--- config.mk ---
export PLATFORM = sky130hd
export DESIGN_NAME = fixed_divider
export DESIGN_NICKNAME = d
export VERILOG_FILES = /design/src/rtl/fixed_divider.sv
export SDC_FILE = /design/constraint.sdc
export NUM_CORES = 1
export LEC_CHECK = 0
export CAP_MARGIN = 20
export CORE_MARGIN = 2
export CORE_UTILIZATION = 60
export CTS_CLUSTER_DIAMETER = 80
export DETAILED_ROUTE_END_ITERATION = 10
export PLACE_DENSITY = 0.84
export SLEW_MARGIN = 0
export SYNTH_ARGS = -nofsm -noshare
export SYNTH_HDL_FRONTEND = slang
export SYNTH_SLANG_ARGS = --single-unit
--- constraint.sdc ---
create_clock -name CLK -period 5.8 [get_ports CLK]
set_input_delay 0.87 -clock CLK [delete_from_list [all_inputs] [get_ports CLK]]
set_output_delay 0.87 -clock CLK [all_outputs]
set_load 0.1 [all_outputs]
--- src/rtl/fixed_divider.sv ---
// fixed_divider: sequential signed fixed-point divider with saturation and divide-by-zero flag
module fixed_divider #(
  parameter int WI1 = 2,
  parameter int WF1 = 6,
  parameter int WI2 = 2,
  parameter int WF2 = 6,
  parameter int WIO = 2,
  parameter int WFO = 6
) (
  input  logic                 CLK,
  input  logic                 RST,
  input  logic                 start,
  input  logic [WI1+WF1-1:0]   in1,
  input  logic [WI2+WF2-1:0]   in2,
  output logic                 busy,
  output logic                 done,
  output logic [WIO+WFO-1:0]   outDiv,
  output logic                 OVF,
  output logic                 DBZ
);
  localparam int W1 = WI1 + WF1;
  localparam int W2 = WI2 + WF2;
  localparam int WE = WI1 + WFO + WF2;
  localparam int WO = WIO + WFO;
  localparam int SH = WFO + WF2 - WF1;
  localparam int CW = $clog2(WE + 1);
  localparam int MW = (WE > WO ? WE : WO) + 1;
  localparam logic [MW-1:0] LIM = MW'(1) << (WO - 1);
  localparam logic [WO-1:0] MAXP = {1'b0, {(WO-1){1'b1}}};
  localparam logic [WO-1:0] MINN = {1'b1, {(WO-1){1'b0}}};
  typedef enum logic [1:0] {IDLE, CALC, FIX} state_t;
  state_t st;
  logic [WE-1:0] a;
  logic [W2-1:0] b, r;
  logic [CW-1:0] cnt;
  logic neg, s1, z;
  logic [W1-1:0] m1;
  logic [W2-1:0] m2;
  logic [W2:0] rs;
  logic ge, pos_ovf, neg_ovf, ovf;
  logic [MW-1:0] mx;
  logic [WO-1:0] res;
  // operand magnitudes, one restoring-division step, and the saturated signed result
  always_comb begin
    m1 = in1[W1-1] ? -in1 : in1;
    m2 = in2[W2-1] ? -in2 : in2;
    rs = {r, a[WE-1]};
    ge = rs >= {1'b0, b};
    mx = MW'(a);
    pos_ovf = mx > LIM - MW'(1);
    neg_ovf = mx > LIM;
    res = z ? (s1 ? MINN : MAXP) : neg ? (neg_ovf ? MINN : -mx[WO-1:0]) : (pos_ovf ? MAXP : mx[WO-1:0]);
    ovf = z | (neg ? neg_ovf : pos_ovf);
  end
  // control FSM; the dividend register shifts out dividend bits and shifts in quotient bits
  always_ff @(posedge CLK or negedge RST) begin
    if (!RST) begin
      st <= IDLE;
      a <= '0;
      b <= '0;
      r <= '0;
      cnt <= '0;
      neg <= 1'b0;
      s1 <= 1'b0;
      z <= 1'b0;
      busy <= 1'b0;
      done <= 1'b0;
      outDiv <= '0;
      OVF <= 1'b0;
      DBZ <= 1'b0;
    end else begin
      done <= 1'b0;
      case (st)
        IDLE: if (start) begin
          a <= WE'(m1) << SH;
          b <= m2;
          r <= '0;
          cnt <= CW'(WE - 1);
          s1 <= in1[W1-1];
          neg <= in1[W1-1] ^ in2[W2-1];
          z <= in2 == '0;
          busy <= 1'b1;
          st <= in2 == '0 ? FIX : CALC;
        end
        CALC: begin
          a <= {a[WE-2:0], ge};
          r <= ge ? W2'(rs - {1'b0, b}) : rs[W2-1:0];
          cnt <= cnt - CW'(1);
          if (cnt == '0) st <= FIX;
        end
        FIX: begin
          outDiv <= res;
          OVF <= ovf;
          DBZ <= z;
          done <= 1'b1;
          busy <= 1'b0;
          st <= IDLE;
        end
        default: st <= IDLE;
      endcase
    end
  end
endmodule

==> run_results.csv, run 1 <==
group,metric,value,unit
run_status,status,"finished clean",
clock_tree,cts_root_buffer,"clkbuf_8",
sta,rsz0062_at_grt,"no",
global_route,antenna_found_initial,0,
synthesis,ys.flop_type,"dfrtp_1",
floorplanning,fp.dieW,75.2,um
synthesis,yosys.area.top_type,"dfrtp_1",
global_route,grt_max_degree,52,
final_layout,stdcell_count,435,
synthesis,yosys-top-cells-count,"51 x dfrtp_1, 40 x nand2_1, 31 x o21ai_0, 25 x a21oi_1, 25 x inv_1",
detailed_routing,drc,0,
detailed_routing,wl_per_cell,15.5,um
global_route,grt_use_met1,37.3,%
global_route,grt_util_met3,5.22,%
synthesis,yosys_warnings,0,
clock_tree,cts_sinks,51,
worst_setup_path,worstPathArrival,1.80,ns
synthesis,syn_area,3040,um^2
synthesis,synth_area_per_cell,8.92,um^2
synthesis,ys_seq_elements,51,
worst_setup_path,cp-end-kind,"output pin",
floorplanning,ioPinCount,31,
sta,max_slew_margin,33.7,%
sta,finalCriticalPeriod,2.67,ns
floorplanning,chipHeight,75.2,um
clock_tree,clk_path_buf_depth,2,
power,p_leak,1.49,nW
synthesis,syn-num-nets,373,
worst_setup_path,critPathTopFamily,"buffers and inverters",
worst_setup_path,worstPathCellList,"clkdlybuf4s50_1",
sta,fmax,374,MHz
floorplanning,start_util,63.1,%
final_layout,drive_gt1_share,7.34,%
hold_path,min_path_type,"in -> async",
sta,worst_pin_slew,0.993,ns
placement,routabilityCongestion,0.884,
synthesis,ys_top_cells_by_area,"dfrtp_1 42%, o21ai_0 5.1%, ha_1 4.9%, nand2_1 4.9%, a21oi_1 4.1%",
global_route,grt_pass1_vias,2476,
placement,dp_cells,426,
job,cap_violations,0,
floorplanning,rows,25,
global_route,grt.met2_usage,41.1,%
power,ir_worst_vdd,0.325,mV
detailed_routing,vias,2629,
clock_tree,path_clk_slew,0.09,ns
detailed_routing,dr.first_iter.drc_count,197,
placement,dpl.hpwl,4890,um
synthesis,synth_cell_types,55,
final_layout,nNetsFinal,399,
clock_tree,post_cts_buffers,0,
detailed_routing,post_drt_via_cell_ratio,6.04,
synthesis,synthCells,341,
synthesis,synth_edf_count,0,
sta,fin_worst_skew,0.00413,ns
global_route,grt.total_usage,26.4,%
global_route,gr-total-overflow,0,
synthesis,synth_most_common_cell,"dfrtp_1",
detailed_routing,routed_wl,6740,um
sta,slew_viol_final,0,
floorplanning,core,4820,um^2
clock_tree,cts_buffers,5,
global_route,busiest_layer,"met2",
power,cellPowerDensity,630,nW/um^2
sta,hold_violations,0,
synthesis,async_flop_share,100,%
worst_setup_path,crit_slowest_cell,"clkdlybuf4s50_1",
worst_setup_path,cp_slowest_stage_delay,1.14,ns
worst_setup_path,crit_type,"reg -> out",
synthesis,synth_seq_area_share,42.0,%
clock_tree,tritoncts,"done",
worst_setup_path,startpoint_type,"flop",
sta,period_share,46.1,%
placement,io_buffers,30,
sta,setup_violations,0,
worst_setup_path,worst-path-max-fanout,2,
clock_tree,cts_hold_buf,0,
global_route,grt_first_pass_wirelength,11300,um
sta,tns,0,ns
detailed_routing,drtPass1Iterations,4,
worst_setup_path,required,4.93,ns
synthesis,synth_top_area_share,42.0,%
clock_tree,clk_latency,0.31,ns
clock_tree,h-tree-depth,2,
clock_tree,postCtsResizedCells,0,
worst_setup_path,worstPathBufferInverterCount,1,
floorplanning,dieArea,5650,um^2
final_layout,diodes,0,
final_layout,synthToLayoutAreaGrowth,15.5,%
detailed_routing,ant_nets,0,
==> worst paths after layout <==
kind	start	end	slack, ns	depth (start not counted)
max	outDiv[4]	outDiv[4]	3.13	1
min	RST	outDiv[0]	0.46	1
max reg2reg	b[4]	r[2]	3.39	7
min reg2reg	b[6]	b[6]	0.49	2
max in group asynchronous	RST	r[0]	4.84	2
min in group CLK	b[6]	b[6]	0.49	2
==> power breakdown <==
part | switching [mW] | internal (mW) | leakage (nW)
Combinational | 0.809 | 0.473 | 0.816
Clock | 0.117 | 0.140 | 0.0612
Sequential | 0.158 | 0.515 | 0.615
==> layout by cell type (no fill, tap or decap), types with 5 or more instances in the layout <==
cell type        Yosys  final
a31oi_1              5      5
inv_1               25     25
nand2b_1             6      6
a21oi_1             25     25
nor2_1              22     22
o21ai_0             31     31
clkdlybuf4s50_1      0     29
dfrtp_1             51     51
nand3_1              8      8
ha_1                12     12
xor2_1               6      6
nor3_1               6      6
nor4_1               6      6
clkbuf_8             0      6
o31ai_1              6      6
xnor2_1             10     10
nand2_1             40     40
==> state kept, by name, summed over array words and instances, names as in the netlist, 2 cells and up <==
signal and flops:
cnt 4, a 14, st 2, outDiv 8
r 8, b 8
==> per-stage QoR <==
| stage | total power [mW] | utilization, % | area (um^2) | worst slack [ns] | hold slack (ns) |
|---|---|---|---|---|---|
| finish | 2.21 | 72.9 | 3510 | 3.13 | 0.462 |
| global route | 2.36 | 72.9 | 3510 | 3.06 | 0.477 |
| global placement | 1.89 | 70.1 | 3370 | 3.05 | 0.462 |
| detailed placement | 1.93 | 70.1 | 3370 | 2.94 | 0.475 |
| CTS | 2.20 | 72.5 | 3490 | 3.11 | 0.492 |
| floorplan | 1.65 | - | 3040 | 3.56 | 0.446 |
==> area by class of cell <==
cell class              count  area (um^2)
clock buffers               6         82.6
clock inverters             2         35.0
fillers                   392         1310
inverters                  25         93.8
multi-input cells         252         1620
flip-flops and latches     51         1280
well taps                  67         83.8
repair buffers             32          323
==> logic make-up after synthesis <==
family | synth area share (%)
simple gates | 18.5
compound gates | 23.2
flops | 42.0
buf+inv | 4.81
xor+xnor | 4.61
fa+ha+maj | 5.60
mux | 1.32
==> layer usage <==
metal | share of wire [%] | wire length (um) | up-vias
li1 | - | - | 1279
met1 | 47 | 3160 | 1255
met2 | 46 | 3100 | 88
met3 | 6.0 | 403 | 7
met4 | 1.0 | 68 | 0
met5 | 0 | 0 | -
(Power assumes the default switching activity.)
==> run 2, diff against run 1 <==
--- a/config.mk
+++ b/config.mk
@@ -7,10 +7,10 @@
 export LEC_CHECK = 0
 export CAP_MARGIN = 20
 export CORE_MARGIN = 2
-export CORE_UTILIZATION = 60
+export CORE_UTILIZATION = 51
 export CTS_CLUSTER_DIAMETER = 80
 export DETAILED_ROUTE_END_ITERATION = 10
-export PLACE_DENSITY = 0.84
+export PLACE_DENSITY = 0.76
 export SLEW_MARGIN = 0
 export SYNTH_ARGS = -nofsm -noshare
 export SYNTH_HDL_FRONTEND = slang
==> constraint.sdc (replaced) <==
create_clock -name CLK -period 2.2 [get_ports CLK]
set_input_delay 0.33 -clock CLK [delete_from_list [all_inputs] [get_ports CLK]]
set_output_delay 0.33 -clock CLK [all_outputs]
set_load 0.1 [all_outputs]
==> run 2 against run 1 <==
Net effect: global-route usage fell by 3.8 points; via count grew 2.2%; hold slack better by 0.017 ns; first-iteration DRC count rose by 38%; flip-flop and latch count did not move; critical path depth grew 6; sequential power grew to 2.6 times the previous value; core utilization decreased by 9.9 points; critical endpoint is now outDiv[6].
==> run_results.csv, run 2 (synthesis gave the netlist of run 1 again) <==
group,metric,value,unit
run_status,status,"finished clean",
hold_path,min_path_cells,1,
sta,tns,0,ns
clock_tree,clk_latency,0.31,ns
placement,io_buffers,30,
worst_setup_path,crit_slowest_cell,"or3b_4",
final_layout,stdcell_count,467,
hold_path,hold_end,"cnt[3]",
worst_setup_path,r2r_start,"a[1]",
floorplanning,dieArea,6600,um^2
worst_setup_path,worstReg2RegEnd,"outDiv[6]",
clock_tree,cts_buffers,5,
clock_tree,cts_root_buffer,"clkbuf_8",
floorplanning,core,5850,um^2
hold_path,hp-start,"cnt[3]",
clock_tree,tritoncts,"done",
sta,period_share,94.6,%
sta,hold_violations,0,
clock_tree,clk_path_buf_depth,2,
power,p_leak,1.62,nW
placement,dp_slack,-0.0764,ns
hold_path,min_path_type,"reg -> reg",
global_route,grt_util_met3,3.67,%
worst_setup_path,required,2.40,ns
floorplanning,chipHeight,81.2,um
final_layout,nNetsFinal,423,
sta,setup_violations,0,
final_layout,regMostFlops,"a",
worst_setup_path,crit_type,"reg -> reg",
clock_tree,path_clk_slew,0.10,ns
final_layout,mostFrequentLayoutCells,"51 x dfrtp_1, 40 x nand2_1, 35 x buf_4",
worst_setup_path,reg2reg_slack,0.12,ns
detailed_routing,dr.first_iter.drc_count,271,
clock_tree,cts_sinks,51,
detailed_routing,drc,0,
detailed_routing,post_drt_via_cell_ratio,5.75,
power,cellPowerDensity,1660,nW/um^2
worst_setup_path,cp-end-kind,"flop",
global_route,grt.total_usage,22.7,%
sta,setup_ws,0.119,ns
sta,worst_pin_slew,0.511,ns
global_route,antenna_found_initial,0,
global_route,busiest_layer,"met2",
detailed_routing,drtPass1Iterations,6,
sta,slew_viol_final,0,
detailed_routing,routed_wl,7010,um
power,power,6.13,mW
worst_setup_path,startpoint_type,"flop",
worst_setup_path,worstPathCellList,"inv_1, ha_1, or3b_4, or3_4, nor2b_4, a221oi_2, o21ai_1",
global_route,gr-total-overflow,0,
placement,dp_cells,457,
floorplanning,start_util,52.0,%
job,cap_violations,0,
worst_setup_path,worst-path-max-fanout,4,
final_layout,drive_gt1_share,16.3,%
sta,fmax,480,MHz
final_layout,synthToLayoutAreaGrowth,21.3,%
placement,dpl.hpwl,5260,um
worst_setup_path,worst-r2r-cell-count,7,
detailed_routing,wl_per_cell,15.0,um
final_layout,final_common_cell,"dfrtp_1",
worst_setup_path,worstPathArrival,2.28,ns
global_route,grt_max_degree,31,
floorplanning,fp.dieW,81.2,um
power,ir_worst_vdd,0.942,mV
detailed_routing,vias,2686,
global_route,grt_first_pass_wirelength,11600,um
final_layout,diodes,0,
floorplanning,ioPinCount,31,
global_route,grt_use_met1,33.0,%
sta,max_slew_margin,65.9,%
sta,rsz0062_at_grt,"no",
floorplanning,rows,28,
detailed_routing,ant_nets,0,
global_route,grt_pass1_vias,2466,
sta,finalCriticalPeriod,2.08,ns
worst_setup_path,cp_slowest_stage_delay,0.42,ns
global_route,grt.met2_usage,36.0,%
sta,fin_worst_skew,0.0107,ns
final_layout,largest_reg_flops,14,
clock_tree,h-tree-depth,2,
placement,routabilityCongestion,0.928,
## run 2: repair_timing
| action | CTS | global route |
|---|---|---|
| endpoints found under the setup margin | 0 | 7 |
| buffers inserted | 0 | 1 |
| resized for setup | 0 | 4 |
| endpoints found under the hold margin | 21 | 0 |
| hold buffers | 1 | 0 |
## run 2: routing by layer
metal | share of wire, % | routed length, um
met5 | 0 | 0
met4 | 0.53 | 37
met3 | 5.0 | 347
met2 | 47 | 3320
met1 | 47 | 3300
## run 2: how the worst max path moves through the flow
| stage | depth (start not counted) | end | startpoint | slack (ns) |
|---|---|---|---|---|
| floorplan | 7 | r[3] | r[3] | 0.25 |
| global placement | 8 | z | in2[0] | 0.02 |
| detailed placement | 8 | st[1] | in2[0] | -0.08 |
| CTS | 8 | r[1] | b[4] | 0.005 |
| global route | 7 | r[1] | r[5] | 0.004 |
| finish | 7 | outDiv[6] | a[1] | 0.12 |
## run 2: worst max-delay path, delay by kind of cell (launching register included)
kind / cells / cell delay (ns)
adder cells (fa/ha/maj): 1 / 0.22
buffers and inverters: 1 / 0.10
flip-flops: 1 / 0.40
AO/OA/AOI/OAI: 2 / 0.34
AND/OR/NAND/NOR: 3 / 0.91
## run 2: metrics by stage
stage	area [um^2]	hold WS, ns	utilization [%]
after global placement	3540	0.323	60.5
final	3690	0.479	63.0
after detailed placement	3540	0.329	60.5
after CTS	3660	0.479	62.6
after floorplan	3040	0.0344	-
after global routing	3690	0.493	63.0
## run 2: area by class of cell
cell class / count / area (um^2)
fill: 506 / 2160
multi-input combinational: 252 / 1630
sequential: 51 / 1280
timing repair buffer: 56 / 479
inverter: 25 / 93.8
tap: 75 / 93.8
clock buffer: 5 / 68.8
clock inverter: 3 / 43.8
## run 2: where the power goes
group	switching, mW	internal, mW	total [mW]	leakage [nW]
clock	0.325	0.339	0.664	0.0581
combinational	2.26	1.48	3.74	0.945
sequential	0.370	1.36	1.73	0.615
==> run 3, diff against run 2 <==
--- a/config.mk
+++ b/config.mk
@@ -11,6 +11,7 @@
 export CTS_CLUSTER_DIAMETER = 80
 export DETAILED_ROUTE_END_ITERATION = 10
 export PLACE_DENSITY = 0.76
+export SETUP_SLACK_MARGIN = 0.05
 export SLEW_MARGIN = 0
 export SYNTH_ARGS = -nofsm -noshare
 export SYNTH_HDL_FRONTEND = slang
==> run 3 against run 2 <==
Net effect: clock power grew 0.6%; non-clock buffer count increased by 4; first-iteration DRC count decreased by 18%; combinational power up 4%; total power grew 2.4%; critical path type unchanged; critical endpoint unchanged; highest routed layer unchanged.
==> run_results.csv, run 3 (synthesis gave the netlist of run 1 again) <==
group,metric,value,unit
run_status,status,"finished clean",
power,seqPwrFrac,27.6,%
sta,setup_ws,0.144,ns
floorplanning,fp.dieW,81.2,um
floorplanning,dieArea,6600,um^2
sta,tns,0,ns
hold_path,hp-start,"cnt[3]",
clock_tree,h-tree-depth,2,
sta,rsz0062_at_grt,"no",
sta,max_slew_margin,65.4,%
power,p_sw,2.99,mW
final_layout,drive_gt1_share,18.2,%
power,switching_share,47.7,%
floorplanning,ioPinCount,31,
hold_path,hold_end,"cnt[3]",
hold_path,min_path_type,"reg -> reg",
final_layout,nNetsFinal,427,
clock_tree,cts_sinks,51,
final_layout,diodes,0,
clock_tree,cts_buffers,5,
placement,io_buffers,30,
final_layout,synthToLayoutAreaGrowth,23.1,%
final_layout,final_common_cell,"dfrtp_1",
power,cellPowerDensity,1680,nW/um^2
floorplanning,core,5850,um^2
worst_setup_path,worst-r2r-cell-count,7,
global_route,grt_first_pass_wirelength,11600,um
global_route,antenna_found_initial,0,
placement,dp_slack,-0.0764,ns
placement,postPlaceCellArea,3540,um^2
detailed_routing,ant_nets,0,
global_route,gr-total-overflow,0,
final_layout,stdcell_count,471,
power,power.share.clock,10.6,%
worst_setup_path,cp-end-kind,"flop",
sta,setup_violations,0,
clock_tree,tritoncts,"done",
final_layout,mostFrequentLayoutCells,"51 x dfrtp_1, 40 x nand2_1, 40 x buf_4",
worst_setup_path,worstReg2RegEnd,"outDiv[6]",
placement,dpl.hpwl,5260,um
final_layout,final_cell_area,3740,um^2
clock_tree,clk_latency,0.31,ns
detailed_routing,drc,0,
detailed_routing,wl_per_cell,15.0,um
placement,dp_cells,457,
sta,holdWs,0.479,ns
worst_setup_path,r2r_start,"a[1]",
floorplanning,chipHeight,81.2,um
job,cap_violations,0,
sta,fin_worst_skew,0.0145,ns
floorplanning,rows,28,
detailed_routing,routed_wl,7090,um
power,combPwrFrac,61.8,%
power,p_int,3.29,mW
sta,hold_violations,0,
worst_setup_path,reg2reg_slack,0.14,ns
sta,fmax,486,MHz
power,p_leak,1.64,nW
power,ir_worst_vdd,0.947,mV
global_route,grt.total_usage,22.8,%
detailed_routing,vias,2687,
clock_tree,clk_path_buf_depth,2,
sta,worst_pin_slew,0.519,ns
worst_setup_path,startpoint_type,"flop",
detailed_routing,drtPass1Iterations,5,
final_layout,largest_reg_flops,14,
detailed_routing,dr.first_iter.drc_count,222,
worst_setup_path,worst-path-max-fanout,4,
worst_setup_path,required,2.41,ns
worst_setup_path,worstPathArrival,2.26,ns
worst_setup_path,crit_type,"reg -> reg",
detailed_routing,post_drt_via_cell_ratio,5.70,
hold_path,min_path_cells,1,
global_route,grt_max_degree,31,
sta,finalCriticalPeriod,2.06,ns
floorplanning,start_util,52.0,%
final_layout,regMostFlops,"a",
sta,period_share,93.4,%
global_route,grt_pass1_vias,2494,
clock_tree,path_clk_slew,0.11,ns
sta,slew_viol_final,0,
placement,routabilityCongestion,0.928,
clock_tree,cts_root_buffer,"clkbuf_8",
-- run 3: power by group through the flow --
stage	clock network (mW)	registers, mW	logic, mW
floorplan	0	2.32	2.03
global placement	0	1.71	3.51
detailed placement	0	1.74	3.63
CTS	0.671	1.72	3.70
global route	0.718	1.79	4.24
finish	0.668	1.73	3.88
-- run 3: how the worst max path moves through the flow --
stage / start / to / slack, ns / cells after the start
3_3_place_gp: in2[0] / z / 0.02 / 8
2_1_floorplan: r[3] / r[3] / 0.25 / 7
5_1_grt: b[3] / r[3] / 0.03 / 8
3_5_place_dp: in2[0] / st[1] / -0.08 / 8
4_1_cts: r[4] / r[6] / 0.12 / 8
6_report: a[1] / outDiv[6] / 0.14 / 7
-- run 3: metrics by stage --
| stage | power [mW] | utilization (%) |
|---|---|---|
| global route | 6.75 | 64.0 |
| global placement | 5.22 | 60.5 |
| finish | 6.28 | 64.0 |
| floorplan | 4.35 | - |
| CTS | 6.09 | 63.0 |
| detailed placement | 5.36 | 60.5 |
-- run 3: per-layer routing --
metal	part of all wire, %	GRT usage (%)	wire length (um)
met1	47	32.8	3340
met2	47	36.4	3340
met3	5.2	3.67	372
met4	0.52	4.58	37
met5	0	0	0
-- run 3: area by class of cell --
class / count / area [um^2]
sequential: 51 / 1280
clock buffer: 5 / 68.8
inverter: 25 / 93.8
timing repair buffer: 60 / 505
clock inverter: 3 / 43.8
tap: 75 / 93.8
fill: 495 / 2110
multi-input combinational: 252 / 1660
-- run 3: what timing repair did --
| item | 4_1_cts | 5_1_grt |
|---|---|---|
| setup endpoints to repair | 3 | 8 |
| pin swaps | 1 | 1 |
| gates resized for setup | 0 | 8 |
| hold endpoints to repair | 21 | 0 |
| hold buffers | 1 | 0 |
| buffers inserted | 3 | 2 |
| gates cloned | 0 | 0 |
-- run 3: worst max-delay path: stages, from the launching register on --
cell	delay, ns
dfrtp_1	0.40
inv_1	0.11
ha_2	0.21
or3b_4	0.40
or3_4	0.35
nor2b_4	0.14
a221oi_2	0.25
o21ai_1	0.09
